### src/rtl/q32_comparator_core_if.sv
// ---------------------------------------------------------------------------
// q32_comparator_core_if
//
// Purpose: groups the operand, qualifier and result signals of the Q32.32
// threshold comparator so that the inference engine and the core share a
// single bundle.
//
// Signals:
//   feature    [63:0]  Q32.32 operand ([63:32] integer, [31:0] fraction)
//   threshold  [63:0]  Q32.32 node threshold, same format
//   in_valid           qualifies feature/threshold for the registered path
//   go_left            combinational feature <= threshold
//   out_valid          registered copy of in_valid
//   go_left_q          registered feature <= threshold
//   lt_q / eq_q / gt_q registered relational flags
//
// Modports:
//   master  - the engine side: drives operands, observes results
//   slave   - the comparator core: observes operands, drives results
// ---------------------------------------------------------------------------
interface q32_comparator_core_if;
  logic [63:0] feature;
  logic [63:0] threshold;
  logic        in_valid;
  logic        go_left;
  logic        out_valid;
  logic        go_left_q;
  logic        lt_q;
  logic        eq_q;
  logic        gt_q;

  modport master (
    output feature,
    output threshold,
    output in_valid,
    input  go_left,
    input  out_valid,
    input  go_left_q,
    input  lt_q,
    input  eq_q,
    input  gt_q
  );

  modport slave (
    input  feature,
    input  threshold,
    input  in_valid,
    output go_left,
    output out_valid,
    output go_left_q,
    output lt_q,
    output eq_q,
    output gt_q
  );
endinterface

### src/rtl/q32_comparator_core.sv
// ---------------------------------------------------------------------------
// q32_comparator_core
//
// Purpose: Q32.32 fixed-point threshold comparator for the decision-tree
// inference datapath. Decides whether traversal goes to the left child
// (feature <= threshold). A zero-latency combinational result feeds the
// engine's COMPARE state; a registered, valid-qualified copy with full
// relational flags serves pipelined or debug consumers.
//
// Parameters:
//   SIGNED  1: operands are two's-complement Q32.32
//           0: operands are unsigned 64-bit magnitudes
//
// Ports:
//   clk    rising-edge clock for the registered path
//   rst_n  asynchronous, active-low reset of the registered path only
//   cmp    slave side of q32_comparator_core_if
//            in : feature, threshold, in_valid
//            out: go_left (combinational), out_valid, go_left_q,
//                 lt_q, eq_q, gt_q (registered, 1-cycle latency)
// ---------------------------------------------------------------------------
module q32_comparator_core #(
  parameter bit SIGNED = 1'b1
) (
  input  logic                 clk,
  input  logic                 rst_n,
  q32_comparator_core_if.slave cmp
);

  // Operand halves: the integer word carries the sign, the fraction word is
  // always an unsigned magnitude.
  logic [31:0] featHi;
  logic [31:0] featLo;
  logic [31:0] thrHi;
  logic [31:0] thrLo;

  // High words re-keyed so that a plain unsigned compare yields the
  // required order for either SIGNED setting.
  logic [31:0] featHiKey;
  logic [31:0] thrHiKey;

  // Partial results of the two halves and the combined relation.
  logic hiLt;
  logic hiEq;
  logic loLt;
  logic loEq;
  logic ltNow;
  logic eqNow;
  logic gtNow;

  // Registered path state: next-state and current values.
  logic       valid_d;
  logic       valid_q;
  logic [3:0] flags_d;
  logic [3:0] flags_q;

  assign featHi = cmp.feature[63:32];
  assign featLo = cmp.feature[31:0];
  assign thrHi  = cmp.threshold[63:32];
  assign thrLo  = cmp.threshold[31:0];

  // Inverting the sign bit maps two's-complement order onto unsigned order,
  // so one magnitude comparator covers both SIGNED settings.
  assign featHiKey = {featHi[31] ^ SIGNED, featHi[30:0]};
  assign thrHiKey  = {thrHi[31] ^ SIGNED, thrHi[30:0]};

  // The single shared comparator: high words decide unless equal, in which
  // case the unsigned fraction compare breaks the tie. gt is derived so that
  // exactly one of lt/eq/gt is set for every input.
  always_comb begin
    hiLt  = (featHiKey < thrHiKey);
    hiEq  = (featHiKey == thrHiKey);
    loLt  = (featLo < thrLo);
    loEq  = (featLo == thrLo);
    ltNow = hiLt | (hiEq & loLt);
    eqNow = hiEq & loEq;
    gtNow = ~(ltNow | eqNow);
  end

  assign cmp.go_left = ltNow | eqNow;

  // Flags are packed as {go_left, lt, eq, gt}. They only reload when the
  // operands are qualified; otherwise the last result is held.
  always_comb begin
    valid_d = cmp.in_valid;
    flags_d = flags_q;
    if (cmp.in_valid) begin
      flags_d = {ltNow | eqNow, ltNow, eqNow, gtNow};
    end
  end

  // Asynchronous reset discards any compare in flight and wins over a
  // simultaneous in_valid.
  always_ff @(posedge clk or negedge rst_n) begin
    if (!rst_n) begin
      valid_q <= 1'b0;
      flags_q <= 4'b0000;
    end else begin
      valid_q <= valid_d;
      flags_q <= flags_d;
    end
  end

  assign cmp.out_valid = valid_q;
  assign cmp.go_left_q = flags_q[3];
  assign cmp.lt_q      = flags_q[2];
  assign cmp.eq_q      = flags_q[1];
  assign cmp.gt_q      = flags_q[0];

endmodule

### src/flat_wrapper.sv
// flat-port wrapper written by rule: the top's interface ports become plain ports
module q32_comparator_core_flat 
#(
  parameter bit SIGNED = 1'b1
)
  (clk, rst_n, cmp_feature, cmp_threshold, cmp_in_valid, cmp_go_left, cmp_out_valid, cmp_go_left_q, cmp_lt_q, cmp_eq_q, cmp_gt_q);
  q32_comparator_core_if cmp_i ();
  input  logic clk;
  input  logic rst_n;
  input wire logic [$bits(cmp_i.feature)-1:0] cmp_feature;
  input wire logic [$bits(cmp_i.threshold)-1:0] cmp_threshold;
  input wire logic [$bits(cmp_i.in_valid)-1:0] cmp_in_valid;
  output wire logic [$bits(cmp_i.go_left)-1:0] cmp_go_left;
  output wire logic [$bits(cmp_i.out_valid)-1:0] cmp_out_valid;
  output wire logic [$bits(cmp_i.go_left_q)-1:0] cmp_go_left_q;
  output wire logic [$bits(cmp_i.lt_q)-1:0] cmp_lt_q;
  output wire logic [$bits(cmp_i.eq_q)-1:0] cmp_eq_q;
  output wire logic [$bits(cmp_i.gt_q)-1:0] cmp_gt_q;
  assign cmp_i.feature = cmp_feature;
  assign cmp_i.threshold = cmp_threshold;
  assign cmp_i.in_valid = cmp_in_valid;
  assign cmp_go_left = cmp_i.go_left;
  assign cmp_out_valid = cmp_i.out_valid;
  assign cmp_go_left_q = cmp_i.go_left_q;
  assign cmp_lt_q = cmp_i.lt_q;
  assign cmp_eq_q = cmp_i.eq_q;
  assign cmp_gt_q = cmp_i.gt_q;
  q32_comparator_core #(.SIGNED(SIGNED)) u_core (.clk(clk), .rst_n(rst_n), .cmp(cmp_i));
endmodule
### config.mk
export PLATFORM = sky130hd
export DESIGN_NAME = q32_comparator_core_flat
export DESIGN_NICKNAME = d
export VERILOG_FILES = /design/src/rtl/q32_comparator_core_if.sv /design/src/rtl/q32_comparator_core.sv /design/src/flat_wrapper.sv
export SDC_FILE = /design/constraint.sdc
export NUM_CORES = 1
export LEC_CHECK = 0
export BUFFER_PORTS_ARGS = -buffer_cell sky130_fd_sc_hd__buf_2
export CAP_MARGIN = 30
export CORE_ASPECT_RATIO = 1.5
export CORE_UTILIZATION = 41
export CTS_CLUSTER_SIZE = 24
export DETAILED_ROUTE_END_ITERATION = 8
export PLACE_DENSITY = 0.94
export SLEW_MARGIN = 20
export SYNTH_ARGS = -nofsm -noshare
export SYNTH_HDL_FRONTEND = slang
export SYNTH_SLANG_ARGS = --single-unit
### constraint.sdc
create_clock -name clk -period 2.45 [get_ports clk]
set_clock_uncertainty 0.2 [all_clocks]
set_input_delay 0.1225 -clock clk [delete_from_list [all_inputs] [get_ports clk]]
set_output_delay 0.1225 -clock clk [all_outputs]
set_load 0.01 [all_outputs]
* Word level (Yosys, flattened, before mapping) *
Cells that the tools add are included.

storage, ports and cells
  memory bits (writable) = 0
  input port bits = 131
  bits in read-only memories = 0
  word-level logic and storage cells = 13
  flip-flop bits (word level) = 5
  latch bits = 0
  memories = 0

cells by class
  bitwise logic cells = 7
  divide/modulo/power cells = 0
  $lt $le $gt $ge = 2
  $add $sub $neg = 0
  reduce and logical (&&, ||, !) cells = 0
  muxes and demuxes = 0
  shift operators = 0
  multiply operators = 0
  eq/ne operators = 2

operator list
  operator                     count
  equality test 32 bit         2
  less-than comparator 32 bit  2
  NOT 1 bit                    3
  bitwise AND 1 bit            2
  OR 1 bit                     2

* Depth between registers and ports, before layout *
Gate-level depths: netlist of run 1.

  depth in word-level cells = 6
  depth in mapped cells = 8
  mapped depth without buffers = 8

* Worst setup path after synthesis of run 1 *
No wires, ideal clock.

  path kind = in2reg
  start point = input port cmp_threshold[30]
  end point = register u_core.flags_q[0]
  setup time = 120 ps
  arrival time = 2083 ps
  path buffers = 0
  stages = 7
  path slack = 46 ps
  path through = inv_1 ha_1 nand4_1 or2_1 or4_4 or4_4 a41o_1

on the way
  longest elaborated chain between the ends = 5

RTL lines
  item                         line                        RTL
  start: declaration           flat_wrapper.sv:11          input wire logic [$bits(cmp_i.threshold)-1:0] cmp_threshold;
  less-than comparator 32 bit  q32_comparator_core.sv:73   loLt = (featLo < thrLo);
  bitwise AND 1 bit            q32_comparator_core.sv:75   ltNow = hiLt | (hiEq & loLt);
  OR 1 bit                     q32_comparator_core.sv:75
  OR 1 bit (*)                 q32_comparator_core.sv:77   gtNow = ~(ltNow | eqNow);
  NOT 1 bit (*)                q32_comparator_core.sv:77
  end signal: assignment       q32_comparator_core.sv:100  flags_q <= flags_d;
  end: declaration             q32_comparator_core.sv:55   logic [3:0] flags_q;

Mark *: on every way between the ends. The rest lies on a longest branch, timed or not.
A chain may end at the register's enable or synchronous reset.

* Final worst setup path of run 1 *
  start point = input port cmp_threshold[45]
  end point = output port cmp_go_left

on the way
  longest elaborated chain between the ends = 4

RTL lines
  item                                                                 line                       RTL
  branches (longest 3 deep; another with less-than comparator 32 bit)  -
  OR 1 bit (*)                                                         q32_comparator_core.sv:80  assign cmp.go_left = ltNow | eqNow;
  end: declaration                                                     flat_wrapper.sv:13         output wire logic [$bits(cmp_i.go_left)-1:0] cmp_go_left;

Every way passes the cells marked *.

==> results of run 1 <==
[report_power, final]
part           switching, uW  total (uW)  internal [uW]
Clock                   40.1         152            112
Sequential              3.96        94.7           90.7
Combinational            198         420            223
Total                    242         667            425
[cell usage after synthesis (2+ instances only)]
cell type	count	area share
a211oi_1	2	0.0084
a21o_1	5	0.021
a21oi_1	23	0.064
a221o_1	2	0.011
a221oi_1	2	0.0098
dfrtp_1	5	0.070
ha_1	64	0.45
inv_1	68	0.14
nand2_1	13	0.027
nand3_1	9	0.025
nand4_1	13	0.045
nor2_1	6	0.013
nor4_1	2	0.0070
o21ai_0	6	0.017
or4_4	2	0.013
[per-layer routing]
metal	wire [um]	share of wire	vias to the layer above	global-route usage
met1	1910	0.35	994	0.213
li1	-	-	1154	-
met2	3040	0.55	110	0.504
met3	393	0.072	17	0.0358
met5	0	0	-	0
met4	158	0.029	0	0.102
[flip-flops by register name (all words and copies together), names as in the netlist]
name	cells
u_core.flags_q	4
u_core.cmp.out_valid	1
[logic make-up (layout without fill, tap and decap cells)]
group,count (synthesis),count (layout)
multiplexers,1,1
adder cells (fa/ha/maj),64,64
flip-flops,5,5
AO/OA/AOI/OAI,50,50
AND/OR/NAND/NOR,50,50
buffers and inverters,69,227
[critical path, cell delays in order]
cell and delay (ns):
buf_2 0.08, inv_1 0.03, ha_1 0.30, nand4_1 0.17
buf_4 0.14, nor2_1 0.03, a221o_1 0.31, a211o_2 0.32
a221o_1 0.40, nand3_2 0.09, buf_6 0.10
[cells in the final DEF (no fill, tap or decap), types with 2 or more instances in the layout]
cell type / Yosys / routed
nand3_1: 9 / 7
nor2_1: 6 / 6
a221o_1: 2 / 2
buf_4: 0 / 17
clkbuf_8: 0 / 3
ha_4: 0 / 6
nand2_1: 13 / 13
dfrtp_1: 5 / 5
ha_1: 64 / 58
o21ai_0: 6 / 6
nand4_1: 13 / 13
a211oi_1: 2 / 2
dlygate4sd3_1: 0 / 2
a221oi_1: 2 / 2
inv_1: 68 / 68
or4_4: 2 / 2
a21o_1: 5 / 5
buf_2: 0 / 135
a21oi_1: 23 / 22
[through the flow]
| stage | utilization | power, uW | instances | hold WS (ns) | area [um^2] |
|---|---|---|---|---|---|
| finish | 0.681 | 667 | 443 | 0.0502 | 2870 |
| global route | 0.681 | 736 | 443 | 0.0716 | 2870 |
| CTS | 0.658 | 655 | 442 | 0.0532 | 2770 |
| detailed placement | 0.623 | 480 | 433 | -0.259 | 2620 |
| global placement | 0.623 | 459 | 433 | -0.262 | 2620 |
| floorplan | - | 291 | 239 | -0.373 | 1790 |
[area by class of cell]
cell class,instances,area share
inverters,68,0.0891
well taps,46,0.0201
flip-flops and latches,5,0.0437
repair buffers,155,0.291
clock buffers,4,0.0157
multi-input cells,165,0.540
[worst min path at each step]
stage | from | endpoint | slack [ns] | depth (start not counted)
global route | rst_n | u_core.cmp.out_valid | 0.07 | 2
floorplan | rst_n | u_core.cmp.out_valid | -0.37 | 0
global placement | rst_n | u_core.cmp.out_valid | -0.26 | 1
CTS | rst_n | u_core.flags_q[0] | 0.05 | 2
detailed placement | rst_n | u_core.cmp.out_valid | -0.26 | 1
finish | rst_n | u_core.flags_q[0] | 0.05 | 2
[repair_timing]
action,4_1_cts,5_1_grt
endpoints found under the setup margin,3,4
buffers inserted,3,1
pin swaps,8,12
endpoints found under the hold margin,8,0
resized for setup,9,9
hold buffers,2,0
==> impl_results.md, run 1 <==
- Share of layout cells above drive strength 1: 0.438
- Final setup TNS: 0 ns
- XOR/XNOR share of the synthesized area: 0
- First-pass GRT wire length: 9.18 mm
- Setup crit end kind: output pin
- Syn Nets: 434
- DP HPWL: 4.90 mm
- R2r endpoint: u_core.flags_q[0]
- Largest net degree at the start of global routing: 9
- Post-Syn Area: 1790 um^2
- Cell variety after synth: 32
- Sequential cell area: 125 um^2
- Slew @ Worst Pin: 0.369 ns
- Initial Utilization: 0.426
- Initial DRC Count: 59
- DR WL/cell: 12.4 um
- Post-synth EDFFs: 0
- Fmax: 415 MHz
- Critical path launch point type: input pin
- CTS Buf Count: 3
- Setup crit end: cmp_go_left
- Sink Count: 5
- Clock Tree Buf Depth: 2
- GRT Overall Usage: 0.241
- Number of I/O port buffers: 136
- DR vias: 2275
- Final Net Count: 593
- Vias in the first global route: 2435
- Total gr overflow: 0
- Warnings from Yosys: 0
- Routability cong.: 0.856
- RSZ-0062 raised after global routing: yes
- Max H-tree Level: 1
- Power Density: 233 nW/um^2
- Largest family of logic cells by synthesized area: adder cells
- Outcome: completed
- Pre-CTS setup slack: -0.257 ns
- Drt first pass iters: 4
- # setup viols final: 0
- Diode count: 0
- Slew HR: 0.754
- I/O Pins: 137
- #FFs+latches synth: 5
- Reg2Reg Depth: 2
- Multi-input logic area: 1550 um^2
- Worst vdd ir: 199 uV
- Tcrit/Tclk final: 0.984
- CTS tree: built
- R2R Setup Slk: 1.42 ns
- Final Slew Violations: 0
- Total wire length: 5.49 mm
- Crit Path Class: in2out
- Layout area overhead: 59.8%
- Antenna viol nets, final: 0
- Initial antenna violation count: 0
- FP Rows: 29
- Clk root buf: clkbuf_8
- Critical Path Start: cmp_threshold[45]
- Mapped Cells: 239
- DIE HEIGHT: 83.0 um
- Pleak: 0.00180 uW
- Core area: 4210 um^2
- Post-synthesis compound-gate area fraction: 0.181
- Syn avg cell area: 7.50 um^2
- Async S/R FF share, synth: 1.00
- # fillers: 338
- Ys flop type: dfrtp_1
- Final min period: 2.41 ns
- Die X: 56.0 um
- Maxcap violations: 0
- Synth Area in Adders: 0.447
- Worst EP arrival: 2.09 ns
- Reg2reg start: u_core.flags_q[0]
- Worst setup margin: 0.0386 ns
- Crit-path max FO: 2
- Mux cell area share after synthesis: 0.00558
- Vias per cell: 5.14
- Final hold vios: 0
- DIE AREA: 4650 um^2
- Clock Pin Slew Worst Setup and Hold Paths: 0.03 ns
- Simple-gate share of the synthesized area: 0.150
- Post-route DRC violation count: 0
- Hold crit path type: in2async
- Critical path required time: 2.13 ns
- Register area share after synthesis: 0.0698
- Worst-Skew Late Latency: 0.22 ns
Power figures use the tool's default switching activity.
==> run 2: changes to the inputs <==
Settings changed: GPL_TIMING_DRIVEN set to 0.
Clock period 2.45 ns to 2.8 ns, I/O delays scaled along.
==> run 2 against run 1 <==
Compared with the run above: non-clock buffer count shrank 16; count of clock-buffer cells in the layout did not move; largest cell class unchanged; worst setup slack improved by 0.083 ns; utilization down 5.5 points; combinational power shrank 24%; largest power group unchanged; register-to-register slack gained 0.36 ns; wire length decreased by 13%; global-route usage decreased by 2.7 points; sequential share of layout area grew 0.38 points; power fell by 20%; critical endpoint unchanged; die area is the same.
==> impl_results.md, run 2 (synthesis results as in run 1) <==
- Outcome: completed
- Most flops, register: u_core.flags_q
- # setup viols final: 0
- Vias in the first global route: 2283
- DR WL/cell: 11.2 um
- Total wire length: 4.78 mm
- Tcrit/Tclk final: 0.956
- Die X: 56.0 um
- FP Rows: 29
- Vias per cell: 5.06
- Antenna viol nets, final: 0
- Slew @ Worst Pin: 0.329 ns
- Cells after DPL: 421
- Final core occ: 0.626
- Clk root buf: clkbuf_8
- Pleak: 0.00171 uW
- Crit-path max FO: 4
- Initial DRC Count: 34
- Worst EP arrival: 2.34 ns
- Crit Path Class: in2out
- Max H-tree Level: 1
- Initial Utilization: 0.426
- Critical path launch point type: input pin
- Clock Pin Slew Worst Setup and Hold Paths: 0.03 ns
- Initial antenna violation count: 0
- Share of layout cells above drive strength 1: 0.391
- Post-Layout Cell Count: 427
- DP HPWL: 4.51 mm
- GRT Overall Usage: 0.214
- Fmax: 373 MHz
- Final Net Count: 577
- Final hold vios: 0
- Pre-CTS setup slack: -0.160 ns
- Critical path required time: 2.46 ns
- Final min period: 2.68 ns
- Post-route DRC violation count: 0
- Diode count: 0
- Layout area overhead: 46.9%
- I/O Pins: 137
- Commonest non-fill, non-tap cells in the layout: buf_2, inv_1, ha_1
- Slew HR: 0.780
- DR vias: 2161
- Max FFs per register: 4
- Worst-Skew Late Latency: 0.22 ns
- Clock Tree Buf Depth: 2
- Largest net degree at the start of global routing: 8
- Maxcap violations: 0
- Final Hold Slack: 0.0803 ns
- CTS tree: built
- Routability cong.: 0.836
- Setup crit end kind: output pin
- Most common cell after layout, fill and taps aside: buf_2
- Sink Count: 5
- First-pass GRT wire length: 8.20 mm
- RSZ-0062 raised after global routing: no
- Final Slew Violations: 0
- DIE AREA: 4650 um^2
- Core area: 4210 um^2
- DIE HEIGHT: 83.0 um
- Total gr overflow: 0
- Power Density: 203 nW/um^2
- Hold crit path type: in2async
- Drt first pass iters: 4
- CTS Buf Count: 3
- Worst setup margin: 0.122 ns
- Worst vdd ir: 178 uV
- Number of I/O port buffers: 136
-- run 2: cell types whose count changed in the layout (fill, tap and decap cells not counted), sizes merged --
cell	before	now
buf	153	136
clkbuf	4	5
-- run 2: final cells by class --
| cell class | count | area, um^2 |
|---|---|---|
| plain buffers | 1 | 7.51 |
| clock buffers | 4 | 45.0 |
| fillers | 368 | 1580 |
| inverters | 68 | 255 |
| multi-input cells | 165 | 1440 |
| flip-flops and latches | 5 | 125 |
| well taps | 46 | 57.6 |
| repair buffers | 138 | 701 |
-- run 2: repair_timing --
action | in CTS | in global routing
resized for setup | 3 | 3
endpoints found under the hold margin | 6 | 0
setup endpoints to repair | 1 | 1
setup buffers | 0 | 0
hold buffers | 2 | 0
pin swaps | 0 | 1
-- run 2: report_power, final --
part,switching [uW],total (uW),internal (uW)
Combinational,152,321,169
Sequential,2.84,82.2,79.3
Clock,33.5,131,97.6
Total,189,534,346
-- run 2: path summary, 6_finish.rpt --
check | start | end | slack [ns] | cells after the start
setup / recovery | cmp_threshold[31] | cmp_go_left | 0.12 | 9
setup reg to reg | u_core.flags_q[0] | u_core.flags_q[0] | 1.78 | 2
hold reg to reg | u_core.flags_q[1] | u_core.flags_q[1] | 0.33 | 2
min in group clk | cmp_feature[31] | u_core.flags_q[2] | 0.28 | 5
hold / removal | rst_n | u_core.flags_q[3] | 0.08 | 2
max in group asynchronous | rst_n | u_core.flags_q[2] | 2.19 | 2
-- run 2: routing by layer --
layer / vias to the layer above / routed length, um / track usage
met3: 10 / 410 / 0.0436
met5: - / 0 / 0
met1: 923 / 1610 / 0.178
met4: 0 / 97 / 0.0798
li1: 1122 / - / -
met2: 106 / 2660 / 0.457
-- run 2: worst max-delay path, stage by stage --
cell and delay (ns):
buf_2 0.07, inv_1 0.03, ha_1 0.32, nand4_1 0.12, or2_1 0.27, or4_4 0.55
or4_4 0.58, nand3_1 0.11, buf_2 0.13
-- run 2: metrics by stage --
stage | TNS [ns] | total power (uW) | cell area [um^2]
5_1_grt | 0 | 598 | 2630
2_1_floorplan | 0 | 255 | 1790
4_1_cts | 0 | 540 | 2610
3_5_place_dp | -0.396 | 400 | 2530
3_3_place_gp | -0.188 | 385 | 2530
6_report | 0 | 534 | 2630
==> run 3: changes to the inputs <==
Settings changed: CORE_MARGIN set to 5, TNS_END_PERCENT set to 10.
==> run 3 against run 2 <==
Compared with the run above: clock power about the same; sequential power about the same; non-clock buffer count unchanged; die area up 25%; first-iteration DRC count down 32%; global-route usage down 2.2 points; count of clock-buffer cells in the layout unchanged; via count up 2.5%; final area down 0.14%; worst hold slack worse by 0.012 ns; fmax down 1.1%; critical endpoint unchanged; largest power group unchanged; highest routed layer unchanged.
==> impl_results.md, run 3 (synthesis results as in run 1) <==
- Outcome: completed
- Slew @ Worst Pin: 0.333 ns
- Largest net degree at the start of global routing: 8
- I/O Pins: 137
- Worst-Skew Late Latency: 0.22 ns
- DIE HEIGHT: 91.0 um
- Critical path launch point type: input pin
- Critical path required time: 2.46 ns
- R2r endpoint: u_core.flags_q[0]
- CTS Buf Count: 3
- Met2 Usage GRT: 0.391
- Slew HR: 0.776
- Final setup TNS: 0 ns
- Initial DRC Count: 23
- DIE AREA: 5820 um^2
- Post-route DRC violation count: 0
- Maxcap violations: 0
- Crit-path max FO: 4
- Vias per cell: 5.17
- Pint: 347 uW
- Multi-input logic area: 1440 um^2
- Most common cell after layout, fill and taps aside: buf_2
- Commonest non-fill, non-tap cells in the layout: buf_2, inv_1, ha_1
- Initial Utilization: 0.422
- Hold crit path type: in2async
- Final hold vios: 0
- Met1 usage: 0.164
- Logic pwr share: 0.604
- Worst vdd ir: 210 uV
- Total wire length: 5.67 mm
- DR WL/cell: 13.2 um
- Vias in the first global route: 2454
- Clock network fraction of design power: 0.244
- Setup crit end: cmp_go_left
- Routability cong.: 0.772
- Drt first pass iters: 5
- Layout area overhead: 46.7%
- Sequential cell area: 125 um^2
- Switching pwr: 191 uW
- M3 GR Usage: 0.0580
- Net Sw Frac: 0.355
- CTS tree: built
- Clock Tree Buf Depth: 2
- Reg power frac: 0.153
- Number of I/O port buffers: 136
- DR vias: 2214
- GRT Overall Usage: 0.192
- FP Rows: 29
- Pleak: 0.00171 uW
- Crit Path Class: in2out
- Sink Count: 5
- Initial antenna violation count: 0
- Die X: 64.0 um
- Total gr overflow: 0
- Fmax: 369 MHz
- Max H-tree Level: 1
- Post-CTS setup buffer count: 0
- Share of layout cells above drive strength 1: 0.388
- Core area: 4250 um^2
- CP max stage delay: 0.58 ns
- First-pass GRT wire length: 9.40 mm
- R2R Setup Slk: 1.77 ns
- Reg2Reg Depth: 2
- RSZ-0062 raised after global routing: no
- # fillers: 358
- # setup viols final: 0
- Design Power: 538 uW
- Most flops, register: u_core.flags_q
- DP HPWL: 5.30 mm
- Final core occ: 0.620
- Antenna viol nets, final: 0
- Power Density: 205 nW/um^2
- Final min period: 2.71 ns
- Worst EP arrival: 2.37 ns
- Final Slew Violations: 0
- CP max stage cell: or4_4
- Reg2reg start: u_core.flags_q[0]
- Ordered list of cells on the worst path: buf_2 -> inv_1 -> ha_1 -> nand4_1 -> or2_1 -> or4_4 -> or4_4 -> nand3_1 -> buf_2
- GR peak layer: met2
- Setup crit end kind: output pin
- Clock Pin Slew Worst Setup and Hold Paths: 0.04 ns
- Max FFs per register: 4
- Clk root buf: clkbuf_8
- Critical Path Start: cmp_threshold[31]
- Tcrit/Tclk final: 0.967
- Final Net Count: 577
run 3: cell count changes in the layout (fill, tap and decap cells not counted):
cell and change:
nor4_2 -1, nor4_1 +1, diode_2 +1
run 3: layout make-up:
type | count | share of cell area
antenna | 1 | 0.000951
buffer | 1 | 0.00285
clock buffer | 4 | 0.0171
inverter | 68 | 0.0971
multi-input combinational | 165 | 0.546
sequential | 5 | 0.0476
tap | 46 | 0.0219
timing repair buffer | 138 | 0.266
run 3: metal layers:
metal,vias to the layer above,wire (um)
met3,18,615
met2,111,3100
met4,0,168
li1,1121,-
met1,964,1780
met5,-,0
run 3: power groups by stage:
stage	Sequential [uW]	Combinational, uW	Clock, uW
floorplan	86.5	168	0
global placement	82.6	300	0
detailed placement	82.9	320	0
CTS	82.2	326	135
global route	82.7	378	139
finish	82.2	325	131
run 3: worst min-delay path by stage:
stage / end / from
after CTS: u_core.flags_q[0] / rst_n
after global routing: u_core.flags_q[0] / rst_n
final: u_core.flags_q[0] / rst_n
after floorplan: u_core.cmp.out_valid / rst_n
after detailed placement: u_core.cmp.out_valid / rst_n
after global placement: u_core.cmp.out_valid / rst_n
run 3: worst max-delay path: cells and delay by family:
family,cells,cell delay (ns)
fa+ha+maj,1,0.32
buf+inv,3,0.25
simple gates,5,1.65
run 3: timing repair:
item                                    4_1_cts  5_1_grt
pin swaps                                     0        0
resized for setup                             3        2
endpoints found under the hold margin         6        0
endpoints found under the setup margin        3        1
hold buffers                                  2        0
run 3: per-stage QoR:
step           instances  hold slack, ns  worst slack [ns]  cell area, um^2
2_1_floorplan        239          -0.356             0.379             1790
3_3_place_gp         421          -0.245            -0.360             2530
3_5_place_dp         421          -0.241            -0.296             2530
4_1_cts              427          0.0655            0.0611             2610
5_1_grt              427          0.0949            0.0125             2630
6_report             428          0.0686            0.0933             2630
